### src/rtl/cpu_sequencer.sv
// cpu_sequencer
//
// Multi-cycle control FSM for the 8-bit CPU datapath. Each instruction is
// walked through FETCH, DECODE, then EXECUTE and/or MEMORY as needed, and
// finally WRITEBACK. The block issues one-cycle write strobes for the PC,
// the instruction register and the register file. It holds the data-memory
// enables for the whole of a ready handshake. It also provides a halt state,
// run/stop control, a memory-wait watchdog and a retired-instruction counter.
//
// Ports:
//   CLK            system clock, rising edge
//   RESET          synchronous active-high reset
//   Run            level; permits fetching new instructions
//   OpCode         Instruction[15:13] (000-100 ALU, 101 LOAD, 110 STORE, 111 HALT)
//   AddressingMode Instruction[12]; 0 = immediate, 1 = ALU/memory result
//   MemReady       data memory completes its access on this edge
//   PCWriteEnable  one-cycle pulse when an instruction retires
//   IRWriteEnable  one-cycle pulse in FETCH
//   RegWriteEnable one-cycle pulse in WRITEBACK
//   MemReadEnable  held in MEMORY for a LOAD
//   MemWriteEnable held in MEMORY for a STORE
//   ResultSrc      1 = ALU result, 0 = memory data
//   Halted         high while in HALT
//   MemError       sticky; the memory watchdog expired
//   State          current state encoding
//   InstrCount     number of retired instructions (wraps)
module cpu_sequencer #(
  parameter int MEM_TIMEOUT = 15,
  parameter int COUNT_WIDTH = 16
) (
  input  logic                   CLK,
  input  logic                   RESET,
  input  logic                   Run,
  input  logic [2:0]             OpCode,
  input  logic                   AddressingMode,
  input  logic                   MemReady,
  output logic                   PCWriteEnable,
  output logic                   IRWriteEnable,
  output logic                   RegWriteEnable,
  output logic                   MemReadEnable,
  output logic                   MemWriteEnable,
  output logic                   ResultSrc,
  output logic                   Halted,
  output logic                   MemError,
  output logic [2:0]             State,
  output logic [COUNT_WIDTH-1:0] InstrCount
);

  localparam int WD_WIDTH = $clog2(MEM_TIMEOUT + 1);
  localparam logic [WD_WIDTH-1:0] WD_LAST = WD_WIDTH'(MEM_TIMEOUT - 1);

  localparam logic [2:0] OP_LOAD  = 3'b101;
  localparam logic [2:0] OP_STORE = 3'b110;
  localparam logic [2:0] OP_HALT  = 3'b111;

  typedef enum logic [2:0] {
    S_IDLE      = 3'd0,
    S_FETCH     = 3'd1,
    S_DECODE    = 3'd2,
    S_EXECUTE   = 3'd3,
    S_MEMORY    = 3'd4,
    S_WRITEBACK = 3'd5,
    S_HALT      = 3'd6,
    S_UNUSED    = 3'd7
  } state_e;

  state_e                  state_q, state_d;
  logic [2:0]              opCode_q, opCode_d;
  logic                    addrMode_q, addrMode_d;
  logic [WD_WIDTH-1:0]     wdogCount_q, wdogCount_d;
  logic                    memError_q, memError_d;
  logic [COUNT_WIDTH-1:0]  instrCount_q, instrCount_d;

  logic isLoadQ, isStoreQ, isAluQ;
  logic retire;

  // The class decode looks only at the latched opcode. This keeps it stable
  // after DECODE, while the instruction register may already be changing.
  assign isLoadQ  = (opCode_q == OP_LOAD);
  assign isStoreQ = (opCode_q == OP_STORE);
  assign isAluQ   = (opCode_q <= 3'b100);

  // State register plus the latched instruction fields, the watchdog,
  // the sticky error flag and the retire counter.
  always_ff @(posedge CLK) begin
    if (RESET) begin
      state_q      <= S_IDLE;
      opCode_q     <= 3'b000;
      addrMode_q   <= 1'b0;
      wdogCount_q  <= '0;
      memError_q   <= 1'b0;
      instrCount_q <= '0;
    end else begin
      state_q      <= state_d;
      opCode_q     <= opCode_d;
      addrMode_q   <= addrMode_d;
      wdogCount_q  <= wdogCount_d;
      memError_q   <= memError_d;
      instrCount_q <= instrCount_d;
    end
  end

  // Next-state and output decode. Strobes follow the state and the latched
  // opcode. The one exception is a STORE: it retires in MEMORY on the edge
  // its MemReady arrives, so the PC pulse there depends on MemReady.
  always_comb begin
    state_d        = state_q;
    opCode_d       = opCode_q;
    addrMode_d     = addrMode_q;
    wdogCount_d    = wdogCount_q;
    memError_d     = memError_q;
    instrCount_d   = instrCount_q;
    retire         = 1'b0;
    PCWriteEnable  = 1'b0;
    IRWriteEnable  = 1'b0;
    RegWriteEnable = 1'b0;
    MemReadEnable  = 1'b0;
    MemWriteEnable = 1'b0;
    ResultSrc      = 1'b0;
    Halted         = 1'b0;

    case (state_q)
      S_IDLE: begin
        if (Run) state_d = S_FETCH;
      end
      S_FETCH: begin
        IRWriteEnable = 1'b1;
        state_d       = S_DECODE;
      end
      S_DECODE: begin
        opCode_d    = OpCode;
        addrMode_d  = AddressingMode;
        wdogCount_d = '0;
        // STORE always goes to memory, whatever its mode bit says.
        if (OpCode == OP_HALT)       state_d = S_HALT;
        else if (OpCode == OP_STORE) state_d = S_MEMORY;
        else if (!AddressingMode)    state_d = S_WRITEBACK;
        else if (OpCode == OP_LOAD)  state_d = S_MEMORY;
        else                         state_d = S_EXECUTE;
      end
      S_EXECUTE: begin
        ResultSrc = 1'b1;
        state_d   = S_WRITEBACK;
      end
      S_MEMORY: begin
        MemReadEnable  = isLoadQ;
        MemWriteEnable = isStoreQ;
        // MemReady on the last allowed cycle still wins over the watchdog.
        if (MemReady) begin
          if (isStoreQ) retire  = 1'b1;
          else          state_d = S_WRITEBACK;
        end else if (wdogCount_q == WD_LAST) begin
          state_d    = S_HALT;
          memError_d = 1'b1;
        end else begin
          wdogCount_d = wdogCount_q + WD_WIDTH'(1);
        end
      end
      S_WRITEBACK: begin
        RegWriteEnable = 1'b1;
        ResultSrc      = isAluQ;
        retire         = 1'b1;
      end
      S_HALT: begin
        Halted = 1'b1;
      end
      default: begin
        state_d = S_IDLE;
      end
    endcase

    if (retire) begin
      PCWriteEnable = 1'b1;
      instrCount_d  = instrCount_q + COUNT_WIDTH'(1);
      state_d       = Run ? S_FETCH : S_IDLE;
    end
  end

  assign State      = state_q;
  assign MemError   = memError_q;
  assign InstrCount = instrCount_q;

endmodule

### config.mk
export PLATFORM = sky130hd
export DESIGN_NAME = cpu_sequencer
export DESIGN_NICKNAME = d
export VERILOG_FILES = /design/src/rtl/cpu_sequencer.sv
export SDC_FILE = /design/constraint.sdc
export NUM_CORES = 1
export LEC_CHECK = 0
export ABC_CLOCK_PERIOD_IN_PS = 1800
export CAP_MARGIN = 5
export CORE_MARGIN = 2
export CORE_UTILIZATION = 51
export CTS_BUF_LIST = sky130_fd_sc_hd__clkbuf_8
export DETAILED_ROUTE_END_ITERATION = 10
export PLACE_DENSITY = 0.91
export SLEW_MARGIN = 0
export SYNTH_ARGS = -nofsm -noshare
export SYNTH_HDL_FRONTEND = slang
export SYNTH_SLANG_ARGS = --single-unit
### constraint.sdc
create_clock -name CLK -period 1.8 [get_ports CLK]
set_clock_uncertainty 0.15 [all_clocks]
set_input_delay 0.36 -clock CLK [delete_from_list [all_inputs] [get_ports CLK]]
set_output_delay 0.36 -clock CLK [all_outputs]
set_load 0.02 [all_outputs]
# Yosys cells after proc, flatten, opt, wreduce, memory -nomap -nowiden
# Index checks and enable logic that the tools add are counted.
[totals]
in_bits = 8
wordCells = 57
register_bits = 27
out_inout_bits = 27
[classes]
eq_ne = 18
n_addsub = 2
reduce_logical = 6
muxes = 24
magnitude_cmp = 1
bitwise_logic = 1
[op_table]
columns = ["op", "n"]
rows = [
  ["2-to-1 mux 3 bit", 9],
  ["equality test 3 bit, second input constant", 8],
  ["case mux 3 bit (6 select lines)", 1],
  ["adder 16 x 1 -> 16 bit, second input constant", 1],
  ["2-to-1 mux 1 bit", 9],
  ["2-to-1 mux 4 bit", 2],
  ["inequality test 4 bit, second input constant", 2],
  ["case mux 4 bit (2 select lines)", 1],
  ["equality test 3 x 2 -> 1 bit, second input constant", 2],
  ["AND reduction 3 bit", 2],
  ["adder 4 x 1 -> 4 bit, second input constant", 1],
  ["equality test 4 bit, second input constant", 1],
  ["inequality test 2 bit, second input constant", 2],
  ["case mux 1 bit (2 select lines)", 2],
  ["AND reduction 4 bit", 1],
  ["equality test 3 x 1 -> 1 bit, second input constant", 1],
  ["<= comparator 3 bit, second input constant", 1],
  ["logical NOT 3 bit", 1],
  ["inequality test 3 bit, second input constant", 1],
  ["inequality test 2 x 1 -> 1 bit, second input constant", 1],
  ["nonzero test 2 bit", 1],
  ["OR reduction 2 bit", 1],
  ["NOT 1 bit", 1],
]

# Logic depth before layout (Yosys ltp)
# Gate-level depths: netlist (run 1).
[depth]
depth_word = 7
mapped_depth = 6
mapped_depth_nobuf = 6

# Least setup slack after synthesis (run 1)
# Ideal clock, no wire load.
[synth_timing]
path_type = "reg-to-output"
from = "register state_q[0], in the netlist State[0]"
to = "output IRWriteEnable"
slack_ns = -0.346
n_path_buf = 2
stages_incl_launch_ff = 4
required_ns = 1.290
arrival_time_ns = 1.636
cell_sequence = "dfxtp_1 > clkbuf_1 > clkbuf_1 > nor3b_1"
[synth_between]
elab_chain_len = 2
[synth_lines]
columns = ["item", "line_no", "source"]
rows = [
  ["start, declared", "67", "state_e state_q, state_d;"],
  ["start signal, assigned", "94", "state_q <= state_d;"],
  ["equality test 3 x 1 -> 1 bit", "122", "case (state_q)"],
  ["2-to-1 mux 1 bit", "122", ""],
  ["end, declared", "38", "output logic IRWriteEnable,"],
]
# Every way passes these cells.

# Worst setup path after layout (run 1)
[layout_timing]
from = "register state_q[1], in the netlist State[1]"
to = "register instrCount_q[7], in the netlist InstrCount[7]"
[layout_between]
elab_chain_len = 2
word_cells_on_any_way = 3
classes_between = "eq/ne (2); mux (1)"
[layout_lines]
columns = ["item", "line_no", "source"]
rows = [
  ["equality test 3 bit", "122", ""],
  ["case mux 1 bit (2 select lines) (*)", "122", ""],
  ["end signal, assigned", "99", "instrCount_q <= instrCount_d;"],
  ["end, declared", "72", "logic [COUNT_WIDTH-1:0] instrCount_q, instrCount_d;"],
]
# Every way passes the cells marked *; elsewhere a longest branch is shown, timed or not.
# A chain may end at the register's enable or synchronous reset.

==> results of run 1 <==
==> what timing repair did <==
item / CTS / global route
resized for setup: 57 / 26
endpoints found under the setup margin: 30 / 21
setup buffers: 3 / 2
pin swaps: 5 / 13
==> layer usage <==
metal	GRT usage, %	part of all wire (%)	vias up
met2	50.0	52	63
met5	0	0	-
met4	17.3	4.4	0
met3	5.53	4.9	17
met1	27.9	38	723
li1	-	-	719
==> state kept, by name, indices dropped and copies added, names as in the netlist <==
signal	count
State	3
wdogCount_q	4
MemError	1
opCode_q	3
InstrCount	16
==> placed cells by master (no fill, tap or decap), drive strengths merged, types with 2 or more instances in the layout <==
cell | Yosys | final
nand2 | 6 | 6
o21ai | 17 | 17
nand3 | 5 | 5
dfxtp | 27 | 27
or3 | 9 | 9
buf | 3 | 33
and4b | 2 | 2
xor2 | 7 | 7
mux2i | 4 | 4
or4 | 2 | 2
a22oi | 2 | 2
dlygate4sd2 | 0 | 14
o2111ai | 3 | 3
nor2b | 2 | 2
nand3b | 2 | 2
xnor2 | 2 | 2
o31ai | 2 | 2
dlymetal6s2s | 0 | 4
o211ai | 3 | 3
nor3b | 3 | 3
nand2b | 2 | 2
nor2 | 21 | 21
and4 | 2 | 2
and2 | 2 | 2
a21oi | 14 | 14
inv | 4 | 5
a31oi | 2 | 2
ha | 3 | 3
nand4 | 2 | 2
clkbuf | 6 | 3
clkdlybuf4s50 | 0 | 8
==> worst max-delay path: cells and delay by family (launching register included) <==
family | cells | cell delay (ps)
AOI/OAI and AO/OA | 3 | 430
buffers and inverters | 3 | 440
DFF | 1 | 390
and+or+nand+nor | 1 | 340
==> cell families after synthesis <==
logic type               count (synthesis)  synth area share [%]
AND/OR/NAND/NOR                         65                  25.5
AO/OA/AOI/OAI                           47                  21.1
buffers and inverters                   13                  4.32
multiplexers                             4                  2.82
adder cells (fa/ha/maj)                  3                  2.64
flip-flops                              27                  38.1
XOR/XNOR                                 9                  5.55
==> power groups by stage <==
stage	clock network, mW	registers [mW]	logic [mW]
detailed placement	0	0.648	0.344
floorplan	0	0.667	0.176
global placement	0	0.646	0.331
global route	0.376	0.648	0.401
finish	0.359	0.647	0.382
CTS	0.359	0.638	0.342
==> per-stage QoR <==
step / instance area, sq um / util [%] / power, mW / hold slack [ps]
CTS: 2030 / 74.9 / 1.34 / 346
floorplan: 1460 / - / 0.843 / 340
finish: 2130 / 78.6 / 1.39 / 340
global route: 2130 / 78.6 / 1.42 / 379
global placement: 1960 / 72.2 / 0.977 / 313
detailed placement: 1960 / 72.2 / 0.992 / 328
==> final cells by class <==
| type | count | area share [%] |
|---|---|---|
| repair buffers | 60 | 25.3 |
| flip-flops and latches | 27 | 25.9 |
| clock inverters | 1 | 0.176 |
| well taps | 31 | 1.82 |
| clock buffers | 3 | 1.94 |
| multi-input cells | 128 | 44.2 |
| inverters | 4 | 0.705 |
==> worst max path at each step <==
stage / start / end / slack [ps]
6_report: State[1]$_SDFFE_PP0P_ / InstrCount[7]$_SDFFE_PP0P_ / -40
5_1_grt: State[1]$_SDFFE_PP0P_ / InstrCount[7]$_SDFFE_PP0P_ / -90
4_1_cts: State[0]$_SDFFE_PP0P_ / MemWriteEnable / -80
3_5_place_dp: MemReady / PCWriteEnable / -500
3_3_place_gp: MemReady / PCWriteEnable / -500
2_1_floorplan: State[1]$_SDFFE_PP0P_ / State[0]$_SDFFE_PP0P_ / 20
==> flow_summary.rst, run 1 <==
.. list-table::
   :header-rows: 1

   * - Metric
     - Value
   * - Final routed wirelength across all metal layers
     - 4.45 mm
   * - Area taken by flip-flops and latches
     - 552 sq um
   * - Fin. max-slew vios
     - 0
   * - Crit path top cell by count
     - sky130_fd_sc_hd__buf_4
   * - Commonest register cell after synthesis
     - sky130_fd_sc_hd__dfxtp_1
   * - Switching component of the power
     - 0.437 mW
   * - Setup ws final
     - -37.7 ps
   * - Most area-consuming cells after synthesis
     - sky130_fd_sc_hd__dfxtp_1 (38%), sky130_fd_sc_hd__o21ai_0 (6.0%), sky130_fd_sc_hd__nor2_1 (5.6%)
   * - Final hold violation count
     - 0
   * - Sequential-to-total area share from yosys stat
     - 38.1%
   * - Max stage delay cell, worst path
     - sky130_fd_sc_hd__dfxtp_4
   * - Class of the most critical hold timing path
     - reg -> reg
   * - WP data required
     - 1830 ps
   * - Largest buffer count on any clock path
     - 2
   * - Transition time at the pin with the least slew margin
     - 358 ps
   * - Total DRC errors in the routed layout
     - 0
   * - Peak Freq
     - 544 MHz
   * - Number of DRC markers after the initial detailed-route iteration
     - 47
   * - Count of nets left with antenna violations after detail routing
     - 0
   * - Worst min-delay path startpoint
     - InstrCount[15]$_SDFFE_PP0P_
   * - TritonCTS clock tree
     - built
   * - Core area
     - 0.00271 sq mm
   * - Result of the run
     - finished, violations left
   * - Clock Pin Slew Worst Setup and Hold Paths
     - 100 ps
   * - Effective utilization at floorplan
     - 52.4%
   * - Power density of the placed cells
     - 652 mW/mm^2
   * - Post-layout nets
     - 235
   * - Library cell used as clock root buffer
     - sky130_fd_sc_hd__clkbuf_8
   * - Number of buffers created by CTS
     - 3
   * - Drt first pass iters
     - 4
   * - Count of pins on the block boundary
     - 35
   * - Most frequent cell after synthesis
     - sky130_fd_sc_hd__dfxtp_1
   * - Setup TNS Final
     - -98.0 ps
   * - Post-CTS Hold Fix Bufs
     - 0
   * - Synthesis Warnings
     - 0
   * - Die width
     - 56.8 um
   * - Share of power burned in combinational logic
     - 27.5%
   * - Type of the worst setup path
     - reg -> reg
   * - Post-synth top area cell
     - sky130_fd_sc_hd__dfxtp_1
   * - Mean post-synth cell area
     - 8.45 sq um
   * - Wire length of the first global-routing pass
     - 6.82 mm
   * - Routed length per placed instance
     - 17.5 um
   * - Max-capacitance violation count
     - 0
   * - Total instance count after detailed placement
     - 246
   * - Slew HR
     - 76.1%
   * - Register-to-register setup slack
     - -40 ps
   * - Final standard cell count with taps included and fillers excluded
     - 254
   * - End point of the most critical hold path
     - InstrCount[15]$_SDFFE_PP0P_
   * - End of the worst register-to-register path
     - InstrCount[7]$_SDFFE_PP0P_
   * - Total Routing Usage GR
     - 27.4%
   * - Worst setup SP type
     - flop
   * - # fillers
     - 178
   * - Largest fanout on the critical path
     - 5
   * - RSZ-0062 raised after global routing
     - true
   * - Leakage power figure
     - 0.931 nW
   * - Mapped Nets
     - 179
   * - Global route total overflow
     - 0
   * - Clock insertion delay at the later pin of the skew report
     - 290 ps
   * - Area share of the largest cell type after synthesis
     - 38.1%
   * - Vias in the first global route
     - 1533
   * - Post-synth EDFFs
     - 0
   * - Count of inserted antenna diode cells
     - 0
   * - PortBufs
     - 34
   * - Antenna violations before repair
     - 0
   * - Layout Area Growth over Synthesis
     - 50.0%
   * - Number of cells traversed by the worst register-to-register path
     - 7
   * - Period Utilization, post-route
     - 102%
   * - FFs w/ async S/R, synth
     - 0%
   * - Synth Instances
     - 168
   * - Vias
     - 1522
   * - Proportion of layout cells with a drive suffix above 1
     - 29.1%
   * - Netlist area before placement
     - 0.00142 sq mm
   * - Failing checks
     - negative setup slack
   * - List of cells traversed by the critical path
     - buf_6 -> and4b_2 -> buf_4 -> o2111ai_1 -> buf_4 -> o21ai_0 -> a21oi_1
   * - Die H
     - 56.8 um
   * - Pin count of the biggest net entering global routing
     - 22
   * - Launch point of the worst reg-to-reg path
     - State[1]$_SDFFE_PP0P_
   * - Setup WS pre-CTS
     - -504 ps
   * - Maximum single-stage delay on the critical path
     - 390 ps
   * - Count of cells along the worst hold path
     - 2
   * - Post-synthesis cell type count
     - 41
   * - Number of endpoints failing setup at the final stage
     - 5
   * - Internal power summed over all cells
     - 0.951 mW
   * - Top cell types by occurrence after synthesis
     - sky130_fd_sc_hd__dfxtp_1 (27), sky130_fd_sc_hd__nor2_1 (21), sky130_fd_sc_hd__o21ai_0 (17)
   * - Number of sinks driven by the clock tree
     - 27
   * - Number of standard-cell rows in the floorplan
     - 19
   * - Area of the multi-input gates
     - 941 sq um
   * - Largest vdd supply drop
     - 0.646 mV
   * - Yosys reg bits
     - 27
   * - Arr. time, crit path
     - 1870 ps
   * - Final weighted congestion in routability-driven placement
     - 0.863
   * - Sequential share of power
     - 46.6%
   * - Switching share of power
     - 31.5%
   * - Die area
     - 0.00322 sq mm
   * - Clock network fraction of total power
     - 25.9%
   * - Depth of the CTS H-tree
     - 1
   * - Category of the worst setup path capture point
     - flop
   * - Via count normalized by instance count
     - 5.99
   * - Min cycle time layout
     - 1840 ps
   * - Dpl hpwl
     - 2.93 mm
(Power assumes the default switching activity.)
==> run 2: changes to the inputs <==
CAP_MARGIN = default   (was 5)
PLACE_DENSITY = 0.79   (was 0.91)
==> run 2 against run 1 <==
  * The flow still finishes with violations (negative setup slack)
  * Highest routed layer unchanged
  * Clock-buffer cell count did not move
  * Non-clock buffer count rose by 6
  * Die area did not move
  * Wire length fell by 8.0%
  * Via count rose by 0.20%
  * First-iteration DRC count rose by 85%
  * Combinational power rose by 4%
  * Register-to-register slack barely moved
  * Sequential power barely moved
==> flow_summary.rst, run 2 (synthesis results as in run 1) <==
.. list-table::
   :header-rows: 1

   * - Metric
     - Value
   * - Result of the run
     - finished, violations left
   * - Failing checks
     - negative setup slack
   * - Number of sinks driven by the clock tree
     - 27 (unchanged)
   * - Met1 demand-to-capacity share in global routing
     - 29.7% (+1.8 points)
   * - Drt first pass iters
     - 4 (unchanged)
   * - Fin. max-slew vios
     - 0 (unchanged)
   * - Class of the most critical hold timing path
     - reg -> reg
   * - Routed length per placed instance
     - 15.7 um (-10%)
   * - Placement Cell Area
     - 0.00196 sq mm (+0.38%)
   * - Launch point of the worst reg-to-reg path
     - State[1]$_SDFFE_PP0P_
   * - Dpl hpwl
     - 2.69 mm (-8.2%)
   * - # fillers
     - 178 (unchanged)
   * - Min cycle time layout
     - 1840 ps (+0.689 ps)
   * - Vias in the first global route
     - 1440 (-6.1%)
   * - Die width
     - 56.8 um (unchanged)
   * - Max-capacitance violation count
     - 0 (unchanged)
   * - Peak Freq
     - 544 MHz (about the same)
   * - Vias
     - 1525 (+0.20%)
   * - Critical path capture point
     - InstrCount[15]$_SDFFE_PP0P_
   * - Total instance count after detailed placement
     - 247 (+0.41%)
   * - Gate family responsible for the most delay along the worst path
     - simple AND/OR/NAND/NOR gates
   * - Power density of the placed cells
     - 651 mW/mm^2 (about the same)
   * - Max stage delay cell, worst path
     - sky130_fd_sc_hd__or4_1
   * - Met2 global-route usage
     - 42.0% (-8.0 points)
   * - Design area
     - 0.00215 sq mm (+0.82%)
   * - Largest register FFs
     - 16 (unchanged)
   * - Arr. time, crit path
     - 1910 ps (+40 ps)
   * - Clock insertion delay at the later pin of the skew report
     - 280 ps (about the same)
   * - Setup ws final
     - -38.4 ps (-0.689 ps)
   * - Post-layout nets
     - 241 (+2.6%)
   * - Number of buffers created by CTS
     - 3 (unchanged)
   * - Number of cells traversed by the worst register-to-register path
     - 5 (-2)
   * - Library cell used as clock root buffer
     - sky130_fd_sc_hd__clkbuf_8
   * - Count of pins on the block boundary
     - 35 (unchanged)
   * - Count of nets left with antenna violations after detail routing
     - 0 (unchanged)
   * - Critical path launch point
     - State[1]$_SDFFE_PP0P_
   * - Number of DRC markers after the initial detailed-route iteration
     - 87 (+85%)
   * - Final routed wirelength across all metal layers
     - 4.09 mm (-8.0%)
   * - Register-to-register setup slack
     - -40 ps (about the same)
   * - Largest vdd supply drop
     - 0.635 mV (-1.7%)
   * - Largest buffer count on any clock path
     - 2 (unchanged)
   * - Global route total overflow
     - 0 (unchanged)
   * - Number of standard-cell rows in the floorplan
     - 19 (unchanged)
   * - Via count normalized by instance count
     - 5.87 (-2.1%)
   * - List of cells traversed by the critical path
     - buf_6 -> and4b_2 -> o211ai_4 -> or4_1 -> a21oi_1
   * - Total DRC errors in the routed layout
     - 0 (unchanged)
   * - Largest fanout on the critical path
     - 7 (+2)
   * - Depth of the CTS H-tree
     - 1 (unchanged)
   * - Post-CTS Hold Fix Bufs
     - 0 (unchanged)
   * - Clock Pin Slew Worst Setup and Hold Paths
     - 100 ps (about the same)
   * - Leakage power figure
     - 0.985 nW (+5.8%)
   * - End of the worst register-to-register path
     - InstrCount[15]$_SDFFE_PP0P_
   * - Final core area utilization
     - 79.2% (+0.65 points)
   * - TritonCTS clock tree
     - built
   * - Effective utilization at floorplan
     - 52.4% (unchanged)
   * - RSZ-0062 raised after global routing
     - true
   * - Period Utilization, post-route
     - 102% (about the same)
   * - Category of the worst setup path capture point
     - flop
   * - Most frequent standard cell in the layout excluding fill and tap cells
     - sky130_fd_sc_hd__buf_4
   * - Core area
     - 0.00271 sq mm (unchanged)
   * - WP data required
     - 1870 ps (+40 ps)
   * - Worst setup SP type
     - flop
   * - Final standard cell count with taps included and fillers excluded
     - 260 (+2.4%)
   * - Final weighted congestion in routability-driven placement
     - 0.837 (-3.1%)
   * - Global routing usage on met3
     - 3.46% (-2.1 points)
   * - Total Routing Usage GR
     - 24.2% (-3.2 points)
   * - Die H
     - 56.8 um (unchanged)
   * - Wire length of the first global-routing pass
     - 6.24 mm (-8.5%)
   * - Die area
     - 0.00322 sq mm (unchanged)
   * - Final hold violation count
     - 0 (unchanged)
   * - Maximum single-stage delay on the critical path
     - 480 ps (+90 ps)
   * - Antenna violations before repair
     - 0 (unchanged)
   * - Worst path depth
     - 5 (-2)
   * - Layout Area Growth over Synthesis
     - 51.2%
   * - Slew HR
     - 78.2% (+2.1 points)
   * - PortBufs
     - 34 (unchanged)
   * - Gr busiest metal
     - met2
   * - Count of inserted antenna diode cells
     - 0 (unchanged)
   * - Setup TNS Final
     - -54.7 ps (+43.3 ps)
   * - Highest-count cells in the layout ignoring fill and taps
     - sky130_fd_sc_hd__buf_4 (27), sky130_fd_sc_hd__dfxtp_1 (23), sky130_fd_sc_hd__nor2_1 (20), sky130_fd_sc_hd__o21ai_0 (17), sky130_fd_sc_hd__a21oi_1 (13)
   * - Worst hold slack
     - 341 ps (+0.977 ps)
   * - Count of buffer and inverter cells on the critical path
     - 1 (-2)
   * - Proportion of layout cells with a drive suffix above 1
     - 26.6% (-2.5 points)
   * - Pin count of the biggest net entering global routing
     - 22 (unchanged)
   * - Type of the worst setup path
     - reg -> reg
   * - Number of endpoints failing setup at the final stage
     - 3 (-2)
   * - Transition time at the pin with the least slew margin
     - 326 ps (-31.7 ps)
==> run 2: changes by cell type in the layout (fill, tap and decap cells not counted), sizes merged <==
cell	before	now
clkdlybuf4s15	1	0
dlygate4sd2	14	11
clkbuf	3	4
dlymetal6s2s	4	8
buf	33	38
clkinv	0	1
inv	5	4
==> run 2: cell type report <==
class / instances / area, sq um / area share (%)
Multi-Input combinational cell: 128 / 892 / 41.6
Timing Repair Buffer: 66 / 604 / 28.1
Sequential cell: 27 / 551 / 25.6
Clock buffer: 3 / 41.3 / 1.92
Tap cell: 31 / 38.8 / 1.81
Inverter: 4 / 15.0 / 0.699
Clock inverter: 1 / 5.00 / 0.233
==> run 2: worst register-to-register path: stages (launching register included) <==
cell and delay, ps:
sky130_fd_sc_hd__dfxtp_4 380, sky130_fd_sc_hd__buf_6 130, sky130_fd_sc_hd__and4b_2 370, sky130_fd_sc_hd__o211ai_4 130, sky130_fd_sc_hd__or4_1 480, sky130_fd_sc_hd__a21oi_1 140
==> run 2: metal layers <==
layer / wire length, um / share of wire (%) / up-vias
met5: 0 / 0 / -
met2: 2080 / 51 / 54
met3: 222 / 5.4 / 11
li1: - / - / 731
met4: 93 / 2.3 / 0
met1: 1690 / 41 / 729
==> run 2: power breakdown <==
part | switching [mW] | internal [mW] | total (mW)
combinational | 0.197 | 0.200 | 0.396
clock | 0.200 | 0.156 | 0.356
sequential | 0.0269 | 0.619 | 0.646
==> run 2: through the flow <==
step / power [mW] / worst slack [ps]
2_1_floorplan: 0.843 / 20.1
3_3_place_gp: 0.979 / -493
3_5_place_dp: 0.987 / -521
4_1_cts: 1.34 / -51.9
5_1_grt: 1.45 / -101
6_report: 1.40 / -38.4
==> run 2: worst min path at each step <==
stage	start	to	slack, ps	cells past startpoint
2_1_floorplan	wdogCount_q[1]$_SDFFE_PP0P_	wdogCount_q[1]$_SDFFE_PP0P_	340	2
3_3_place_gp	InstrCount[15]$_SDFFE_PP0P_	InstrCount[15]$_SDFFE_PP0P_	320	2
3_5_place_dp	InstrCount[15]$_SDFFE_PP0P_	InstrCount[15]$_SDFFE_PP0P_	330	2
4_1_cts	InstrCount[15]$_SDFFE_PP0P_	InstrCount[15]$_SDFFE_PP0P_	340	2
5_1_grt	InstrCount[15]$_SDFFE_PP0P_	InstrCount[15]$_SDFFE_PP0P_	350	2
6_report	InstrCount[15]$_SDFFE_PP0P_	InstrCount[15]$_SDFFE_PP0P_	340	2
==> run 2: what timing repair did <==
action                     4_1_cts  5_1_grt
hold endpoints to repair         0        0
gates resized for setup         50       23
pin swaps                        4        4
buffers inserted                 3        6
setup endpoints to repair       25       22
